$ cat src/rtl/pci_pkg.sv
`default_nettype none
// ============================================================================
//  Module   : pci_pkg
//  Purpose  : Shared PCI initiator/arbiter definitions: FSM state encoding,
//             active-low drive levels, default timeouts, burst-count helper.
//  Revision : 1.0  initial release
// ============================================================================
package pci_pkg;

  // Initiator FSM encoding, shared with the arbiter for bus monitoring.
  typedef enum logic [2:0] {
    ST_IDLE        = 3'd0,
    ST_REQ         = 3'd1,
    ST_ADDR        = 3'd2,
    ST_WAIT_DEVSEL = 3'd3,
    ST_DATA        = 3'd4,
    ST_TURN        = 3'd5
  } pci_state_t;

  // PCI control lines are active-low.
  localparam logic ASSERT_N   = 1'b0;
  localparam logic DEASSERT_N = 1'b1;

  // Default master-side timeouts, in clock cycles.
  localparam int DEF_DEVSEL_TO = 5;
  localparam int DEF_TRDY_TO   = 8;

  // Width of the shared wait counter; large enough for both timeouts.
  localparam int CNT_W = 4;

  // Requested burst length -> legal length: 0 means 1, above the limit clamps.
  function automatic logic [3:0] clamp_words(input logic [3:0] n,
                                             input int unsigned max_words);
    logic [3:0] lim;
    lim = 4'(max_words);
    if (n == 4'd0)
      return 4'd1;
    else if (n > lim)
      return lim;
    else
      return n;
  endfunction

endpackage
`default_nettype wire

$ cat src/rtl/pci_timeout_cnt.sv
`default_nettype none
// ============================================================================
//  Module   : pci_timeout_cnt
//  Purpose  : Loadable saturating up-counter with synchronous clear, used for
//             the DEVSEL and TRDY wait timeouts of the PCI initiator.
//  Revision : 1.0  initial release
// ============================================================================
module pci_timeout_cnt #(
  parameter int WIDTH = 4
) (
  input  logic             clk,
  input  logic             reset,
  input  logic             clear,
  input  logic             load,
  input  logic [WIDTH-1:0] load_val,
  input  logic             en,
  output logic [WIDTH-1:0] count
);

  localparam logic [WIDTH-1:0] CNT_MAX = '1;

  // Clear has priority over load; counting stops at all-ones instead of wrapping.
  always_ff @(posedge clk) begin
    if (reset || clear)
      count <= '0;
    else if (load)
      count <= load_val;
    else if (en && (count != CNT_MAX))
      count <= count + 1'b1;
  end

endmodule
`default_nettype wire

$ cat src/rtl/pci_master_if.sv
`default_nettype none
// ============================================================================
//  Module   : pci_master_if
//  Purpose  : PCI initiator interface for one arbitrated device: request/grant
//             handshake, address phase, burst data phases with TRDY# waits,
//             and DEVSEL#/TRDY# master-side timeouts. All outputs registered.
//  Revision : 1.0  initial release
// ============================================================================
module pci_master_if
  import pci_pkg::*;
#(
  parameter int DEV_ID    = 0,
  parameter int DATA_W    = 32,
  parameter int MAX_WORDS = 8,
  parameter int DEVSEL_TO = DEF_DEVSEL_TO,
  parameter int TRDY_TO   = DEF_TRDY_TO
) (
  input  logic              clk,
  input  logic              reset,
  input  logic              start,
  input  logic [DATA_W-1:0] addr,
  input  logic [3:0]        num_words,
  input  logic [DATA_W-1:0] wdata,
  input  logic              _gnt,
  input  logic              _frame_bus,
  input  logic              _IRDY_bus,
  input  logic              _TRDY,
  input  logic              _DEVSEL,
  output logic              _req,
  output logic              _frame,
  output logic              _IRDY,
  output logic [DATA_W-1:0] ad_out,
  output logic              ad_oe,
  output logic              word_ack,
  output logic              done,
  output logic              abort
);

  // Parameter sanity checks at elaboration.
  if (DEV_ID < 0 || DEV_ID > 2) begin : g_bad_dev_id
    $error("pci_master_if: DEV_ID must be 0..2");
  end
  if (MAX_WORDS < 1 || MAX_WORDS > 15) begin : g_bad_max_words
    $error("pci_master_if: MAX_WORDS must be 1..15");
  end
  if (DEVSEL_TO < 1 || DEVSEL_TO > 15 || TRDY_TO < 1 || TRDY_TO > 15) begin : g_bad_timeout
    $error("pci_master_if: timeouts must be 1..15");
  end

  // The counter holds the number of expired wait cycles; the limit is the
  // value seen on the final allowed wait cycle.
  localparam logic [CNT_W-1:0] DEVSEL_LIMIT = CNT_W'(DEVSEL_TO - 1);
  localparam logic [CNT_W-1:0] TRDY_LIMIT   = CNT_W'(TRDY_TO - 1);

  pci_state_t        state_q, state_d;
  logic [DATA_W-1:0] addr_q, addr_d;
  logic [3:0]        rem_q, rem_d;
  logic              gap_q, gap_d;

  logic              req_d, frame_d, irdy_d, ad_oe_d;
  logic [DATA_W-1:0] ad_out_d;
  logic              ack_d, done_d, abort_d;

  logic              go_turn;
  logic              cnt_clr, cnt_en;
  logic [CNT_W-1:0]  cnt;

  // One wait counter serves both the DEVSEL# and TRDY# timeouts, since the
  // two waits never overlap.
  pci_timeout_cnt #(
    .WIDTH (CNT_W)
  ) u_wait_cnt (
    .clk      (clk),
    .reset    (reset),
    .clear    (cnt_clr),
    .load     (1'b0),
    .load_val ('0),
    .en       (cnt_en),
    .count    (cnt)
  );

  // Next-state and next-output computation for the transaction FSM.
  always_comb begin
    state_d  = state_q;
    addr_d   = addr_q;
    rem_d    = rem_q;
    gap_d    = gap_q;
    req_d    = _req;
    frame_d  = _frame;
    irdy_d   = _IRDY;
    ad_out_d = ad_out;
    ad_oe_d  = ad_oe;
    ack_d    = 1'b0;
    done_d   = 1'b0;
    abort_d  = 1'b0;
    go_turn  = 1'b0;
    cnt_clr  = 1'b0;
    cnt_en   = 1'b0;

    unique case (state_q)
      ST_IDLE: begin
        req_d    = DEASSERT_N;
        frame_d  = DEASSERT_N;
        irdy_d   = DEASSERT_N;
        ad_oe_d  = 1'b0;
        ad_out_d = '0;
        gap_d    = 1'b0;
        if (start) begin
          addr_d  = addr;
          rem_d   = clamp_words(num_words, MAX_WORDS);
          req_d   = ASSERT_N;
          state_d = ST_REQ;
        end
      end

      // Wait indefinitely for grant; only start the address phase on an idle bus.
      ST_REQ: begin
        if (_gnt == ASSERT_N && _frame_bus == DEASSERT_N && _IRDY_bus == DEASSERT_N) begin
          frame_d  = ASSERT_N;
          ad_oe_d  = 1'b1;
          ad_out_d = addr_q;
          state_d  = ST_ADDR;
        end
      end

      // A single-word transaction presents its only word as the final phase,
      // so FRAME# and REQ# drop together with IRDY# asserting.
      ST_ADDR: begin
        req_d    = (rem_q == 4'd1) ? DEASSERT_N : ASSERT_N;
        frame_d  = (rem_q == 4'd1) ? DEASSERT_N : ASSERT_N;
        irdy_d   = ASSERT_N;
        ad_out_d = wdata;
        cnt_clr  = 1'b1;
        state_d  = ST_WAIT_DEVSEL;
      end

      ST_WAIT_DEVSEL: begin
        if (_DEVSEL == ASSERT_N) begin
          cnt_clr = 1'b1;
          state_d = ST_DATA;
        end else if (cnt == DEVSEL_LIMIT) begin
          abort_d = 1'b1;
          go_turn = 1'b1;
        end else begin
          cnt_en = 1'b1;
        end
      end

      ST_DATA: begin
        if (gap_q) begin
          // Reload cycle: the source has advanced wdata after word_ack, so
          // present the fresh word and reassert IRDY#.
          gap_d    = 1'b0;
          irdy_d   = ASSERT_N;
          ad_out_d = wdata;
          cnt_clr  = 1'b1;
          if (rem_q == 4'd1) begin
            frame_d = DEASSERT_N;
            req_d   = DEASSERT_N;
          end
        end else if (_IRDY == ASSERT_N && _TRDY == ASSERT_N) begin
          // Completion is checked before the timeout, so it wins a tie.
          ack_d = 1'b1;
          if (rem_q == 4'd1) begin
            done_d  = 1'b1;
            go_turn = 1'b1;
          end else begin
            rem_d   = rem_q - 4'd1;
            gap_d   = 1'b1;
            irdy_d  = DEASSERT_N;
            cnt_clr = 1'b1;
          end
        end else if (cnt == TRDY_LIMIT) begin
          abort_d = 1'b1;
          go_turn = 1'b1;
        end else begin
          cnt_en = 1'b1;
        end
      end

      ST_TURN: begin
        state_d = ST_IDLE;
      end

      default: begin
        state_d = ST_IDLE;
      end
    endcase

    // Every path into TURN releases the bus in the same registered update.
    if (go_turn) begin
      req_d    = DEASSERT_N;
      frame_d  = DEASSERT_N;
      irdy_d   = DEASSERT_N;
      ad_oe_d  = 1'b0;
      ad_out_d = '0;
      gap_d    = 1'b0;
      state_d  = ST_TURN;
    end
  end

  // State and registered-output update; reset releases every bus line.
  always_ff @(posedge clk) begin
    if (reset) begin
      state_q  <= ST_IDLE;
      addr_q   <= '0;
      rem_q    <= '0;
      gap_q    <= 1'b0;
      _req     <= DEASSERT_N;
      _frame   <= DEASSERT_N;
      _IRDY    <= DEASSERT_N;
      ad_out   <= '0;
      ad_oe    <= 1'b0;
      word_ack <= 1'b0;
      done     <= 1'b0;
      abort    <= 1'b0;
    end else begin
      state_q  <= state_d;
      addr_q   <= addr_d;
      rem_q    <= rem_d;
      gap_q    <= gap_d;
      _req     <= req_d;
      _frame   <= frame_d;
      _IRDY    <= irdy_d;
      ad_out   <= ad_out_d;
      ad_oe    <= ad_oe_d;
      word_ack <= ack_d;
      done     <= done_d;
      abort    <= abort_d;
    end
  end

endmodule
`default_nettype wire

$ cat config.mk
export PLATFORM = sky130hd
export DESIGN_NAME = pci_master_if
export DESIGN_NICKNAME = d
export VERILOG_FILES = /design/src/rtl/pci_pkg.sv /design/src/rtl/pci_timeout_cnt.sv /design/src/rtl/pci_master_if.sv
export SDC_FILE = /design/constraint.sdc
export NUM_CORES = 1
export LEC_CHECK = 0
export ABC_CLOCK_PERIOD_IN_PS = 2700
export CELL_PAD_IN_SITES_DETAIL_PLACEMENT = 1
export CELL_PAD_IN_SITES_GLOBAL_PLACEMENT = 2
export CORE_ASPECT_RATIO = 0.9
export CORE_MARGIN = 10
export CORE_UTILIZATION = 26
export CTS_CLUSTER_SIZE = 16
export DETAILED_ROUTE_END_ITERATION = 6
export PLACE_DENSITY = 0.87
export REMOVE_ABC_BUFFERS = 1
export SLEW_MARGIN = 20
export SYNTH_ARGS = -nofsm -noshare
export SYNTH_HDL_FRONTEND = slang
export SYNTH_SLANG_ARGS = --single-unit
$ cat constraint.sdc
create_clock -name clk -period 2.7 [get_ports clk]
set_input_delay 0.675 -clock clk [delete_from_list [all_inputs] [get_ports clk]]
set_output_delay 0.675 -clock clk [all_outputs]
set_load 0.01 [all_outputs]
### Word level (Yosys, flattened, before mapping)

Cells that the tools add are included.

| storage, ports and cells | value |
|---|---|
| bits of input ports | 76 |
| register bits | 83 |

| operators by class | value |
|---|---|
| eq/ne operators | 22 |
| $lt $le $gt $ge | 1 |
| muxes and demuxes | 51 |
| bitwise gates (word level) | 5 |
| add/subtract/negate cells | 2 |
| reduce and logical (&&, ||, !) cells | 23 |

Operators by type and width:

| cell | number |
|---|---|
| case mux 32 bit (4 select lines) | 1 |
| two-way mux 32 bit | 2 |
| two-way mux 1 bit | 27 |
| two-way mux 4 bit | 6 |
| inequality test 2 bit (second input constant) | 9 |
| inequality test 3 bit (second input constant) | 5 |
| case mux 3 bit (5 select lines) | 1 |
| two-way mux 3 bit | 4 |
| AND reduction 4 bit | 3 |
| case mux 1 bit (2 select lines) | 5 |
| case mux 1 bit (3 select lines) | 3 |
| AND reduction 3 bit | 3 |
| equality test 4 x 3 -> 1 bit (second input constant) | 2 |
| case mux 4 bit (2 select lines) | 1 |
| equality test 3 x 2 -> 1 bit (second input constant) | 2 |
| NOT 1 bit | 5 |
| AND reduction 5 bit | 1 |
| adder 4 x 1 -> 4 bit (second input constant) | 1 |
| equality test 4 x 1 -> 1 bit (second input constant) | 1 |
| > comparator 4 bit (second input constant) | 1 |
| logical AND 1 bit | 4 |
| logical NOT 4 bit | 1 |
| inequality test 4 bit (second input constant) | 1 |
| case mux 1 bit (4 select lines) | 1 |
| 12 further kinds | 14 |

### Longest topological paths before layout

| logic depth | value |
|---|---|
| depth after elaboration | 7 |
| gate-level depth with buffers | 9 |
| gate-level depth less buffers | 6 |

### Modules after synthesis

A second synthesis with hierarchy kept.

| unflattened totals | value |
|---|---|
| cells, all modules | 431 |
| area, all modules | 3,779.9 um2 |

Modules (own cells, without submodules):

| module | cells an instance | times used | area an instance (um2) | sequential area each (um2) |
|---|---|---|---|---|
| pci_master_if | 403 | 1 | 3,545.9 | 1,581.5 |
| pci_timeout_cnt | 28 | 1 | 234.0 | 80.1 |

### Worst setup path after synthesis

OpenSTA, ideal clock, no wires.

| timing | value |
|---|---|
| path kind | reg2reg |
| from | register rem_q[1] |
| to | register ad_out[12] |
| slack | 0.844 ns |
| data arrival time | 1.719 ns |
| path buffers | 3 |
| stages on the path, launching flop included | 10 |
| library setup time | 0.138 ns |
| period minus slack after synthesis | 1.856 ns |
| cells stage by stage | dfxtp_1 > inv_1 > ha_1 > or3b_2 > clkbuf_2 > a21oi_4 > a211o_2 > buf_6 > buf_6 > a211oi_1 |

| on the way | value |
|---|---|
| word-level cells in the longest chain between the ends | 6 |

Ends and longest elaborated chain:

| element | line | RTL |
|---|---|---|
| from (decl) | pci_master_if.sv:57 | `logic [3:0] rem_q, rem_d;` |
| from (signal assigned) | pci_master_if.sv:220 | `rem_q <= rem_d;` |
| equality test 4 x 1 -> 1 bit | pci_master_if.sv:164 | `if (rem_q == 4'd1) begin` |
| two-way mux 1 bit | pci_master_if.sv:164 |  |
| two-way mux 1 bit | pci_master_if.sv:161 | `end else if (_IRDY == ASSERT_N && _TRDY == ASSERT_N) begin` |
| two-way mux 1 bit | pci_master_if.sv:150 | `if (gap_q) begin` |
| case mux 1 bit (2 select lines) | pci_master_if.sv:100 | `unique case (state_q)` |
| OR reduction 2 bit (no source line) | -- |  |
| to (signal assigned) | pci_master_if.sv:225 | `ad_out <= ad_out_d;` |
| to (decl) | pci_master_if.sv:32 | `output logic [DATA_W-1:0] ad_out,` |

Every way passes these cells.
A chain may end at the register's enable or synchronous reset.

### Worst setup path in the final report

| timing | value |
|---|---|
| from | input _TRDY |
| to | register rem_q[3] |

| on the way | value |
|---|---|
| word-level cells in the longest chain between the ends | 4 |

Ends and longest elaborated chain:

| element | line | RTL |
|---|---|---|
| from (decl) | pci_master_if.sv:27 | `input logic _TRDY,` |
| NOT 1 bit | pci_master_if.sv:161 |  |
| logical AND 1 bit | pci_master_if.sv:161 |  |
| inequality test 2 bit (no source line) | -- |  |
| AND reduction 5 bit (no source line) | -- |  |

Every way passes these cells.

==> flow_summary.yaml <==
placement:
  dp.cells: 720
  port_buffers: 114
  gp_congestion: 0.812
  dpl_cell_area_um2: 5010
  hpwl_um: 9200
outcome:
  outcome: "completed"
setup_path:
  critical_path_class: "in2reg"
  cp.required_ps: 2980
  cp.arrival_ps: 2490
  crit_slowest_cell: "or4_1"
  reg2reg_slack_ps: 510
  reg2reg_depth: 5
  slowest_delay_ps: 510
  cp-start-kind: "primary input"
  critPathCaptureType: "flop"
  path_max_fanout: 4
  cpMostUsedCell: "a21oi_1"
  crit_chain: "clkdlybuf4s50_1, nor4b_1, a21oi_1, or4_1, a21oi_1"
yosys:
  synth.distinct_cells: 50
  postSynthCellCount: 438
  synth_area_um2: 3700
  synth_area_leader_cell: "dfxtp_1"
  synth_top_area_share_pct: 44.9
  synth_warnings: 0
  async_flop_share_pct: 0
  synthTopCellsByArea: "dfxtp_1 (45%), nand2_1 (7.7%), a21oi_1 (6.9%)"
  syn_avg_cell_area_um2: 8.44
  yosysSeqAreaShare_pct: 44.9
  synth_edf_count: 0
  ys_seq_elements: 83
  synth_flop_cell: "dfxtp_1"
finish:
  fillers: 1611
  nNetsFinal: 618
  antenna_cells: 0
  final_cell_mix: "clkdlybuf4s50_1 (113), dfxtp_1 (83), nand2_1 (76)"
  syn_to_final_growth_pct: 43.8
  fin_area_um2: 5320
  final_common_cell: "clkdlybuf4s50_1"
  regArea_um2: 1660
  multiInputGateArea_um2: 1820
  layout-drive-gt1-share_pct: 8.66
  fin_cells: 736
clocking:
  clkTransAtPathRegs_ps: 60
  cts.htree.levels: 3
  clk_path_buf_depth: 2
  cts-root-buf: "clkbuf_16"
  cts_tree: "yes"
  numCtsBuffers: 9
  clk_latency_ps: 340
  cts.sinks: 83
  cts_setup_buffers: 0
  postCtsHoldBufs: 0
  ctsResizeCount: 0
sta:
  fin_crit_sh_pct: 81.9
  hold_violations: 0
  maxSlewViolCount: 0
  clock_skew_ps: 8.65
  fmax_ghz: 0.452
  setup_viol: 0
  rsz0062_at_grt: "false"
  relSlewSlack_pct: 47.0
  tns_ps: 0
  worstMarginPinSlew_ps: 793
  period_minus_slack_ps: 2210
route:
  finalWirelength_um: 12900
  drt_iter0_markers: 219
  wl_per_cell_um: 17.6
  ant_nets: 0
  dr.pass1.iters: 4
  routed_via_density: 4.90
  dr_total_vias: 3605
  drc_errors: 0
floorplan:
  core-area_um2: 14000
  initial_utilization_pct: 26.4
  rows: 41
  io_pins: 115
  dieArea_um2: 19400
  fp.dieH_um: 133
  die_w_um: 146
worst_hold_path:
  hold_depth: 2
  hold_path.class: "reg2reg"
global_route:
  grt_pass1_wl_um: 20700
  grt_antenna_before_repair: 0
  grt_pass1_vias: 3809
  grt_max_degree: 66
  grtUsageTotal_pct: 13.2
  grt_overflow: 0
pwr:
  p_leak_nw: 1.88
  powerDensity_nw_per_um2: 588
  power_mw: 3.13
  max-vdd-ir-drop_mv: 0.286
run:
  drv_cap: 0
==> critical path, delay by kind of cell <==
| family | cells | cell delay, ps |
|---|---|---|
| AO/OA/AOI/OAI | 2 | 360 |
| buffers and inverters | 1 | 440 |
| AND/OR/NAND/NOR | 2 | 1010 |
==> final cells by class <==
type	count	share of cell area, %
multi-input cells	311	34.3
clock inverters	6	1.22
flip-flops and latches	83	31.2
inverters	7	0.494
repair buffers	126	23.8
clock buffers	10	4.49
well taps	193	4.54
==> layer usage <==
layer	track usage, %	vias to the layer above	part of all wire, %
met3	5.28	13	6.6
li1	-	1771	-
met4	4.32	0	1.5
met2	21.0	94	46
met5	0	-	0
met1	15.9	1727	46
==> cells in the mapped netlist, types with 2 or more instances <==
library cell  instances
dfxtp_1              83
nand2_1              76
a21oi_1              51
nor2_1               42
a22oi_1              32
a211oi_1             28
clkbuf_1             16
buf_2                14
o21ai_0              11
a211oi_2              8
inv_1                 7
nor3_1                6
nand3_1               5
ha_1                  4
and3b_1               3
buf_6                 3
nand2b_1              3
nor4_1                3
o21bai_1              3
a21o_1                2
and2_1                2
and4b_1               2
buf_4                 2
mux2i_1               2
nor2b_1               2
nor3_2                2
nor4b_1               2
o211ai_1              2
==> kinds of logic after synthesis <==
group | synth area share [%]
xor gates and xnor gates | 0.237
AOI/OAI and AO/OA | 27.3
DFF | 44.9
and+or+nand+nor | 19.5
adders and majority gates | 1.35
buffers and inverters | 6.22
muxes | 0.541
==> per-stage QoR <==
step / hold slack [ps] / utilization (%) / setup WS, ps
after floorplan: 430 / - / 271
after global placement: 442 / 35.8 / 180
after detailed placement: 450 / 35.8 / 143
after CTS: 458 / 38.0 / 505
after global routing: 475 / 38.0 / 337
final: 454 / 38.0 / 488
==> path summary, 6_finish.rpt <==
check / end / start
hold reg to reg: addr_q[24] / addr_q[24]
setup / recovery: rem_q[3] / _TRDY
hold / removal: addr_q[24] / addr_q[24]
setup reg to reg: ad_out[30] / state_q[1]
==> power breakdown <==
part	total (mW)	leakage, nW	internal (mW)	switching (mW)
clock	1.26	0.148	0.742	0.518
combinational	0.517	1.05	0.263	0.254
sequential	1.35	0.679	1.30	0.0525
==> registers in the layout (all words and copies together) (netlist names) <==
register,count
u_wait_cnt.count,4
state_q,3
done,1
ad_out,32
_frame,1
rem_q,4
ad_oe,1
gap_q,1
word_ack,1
abort,1
_req,1
_IRDY,1
addr_q,32
Power figures use the tool's default switching activity.
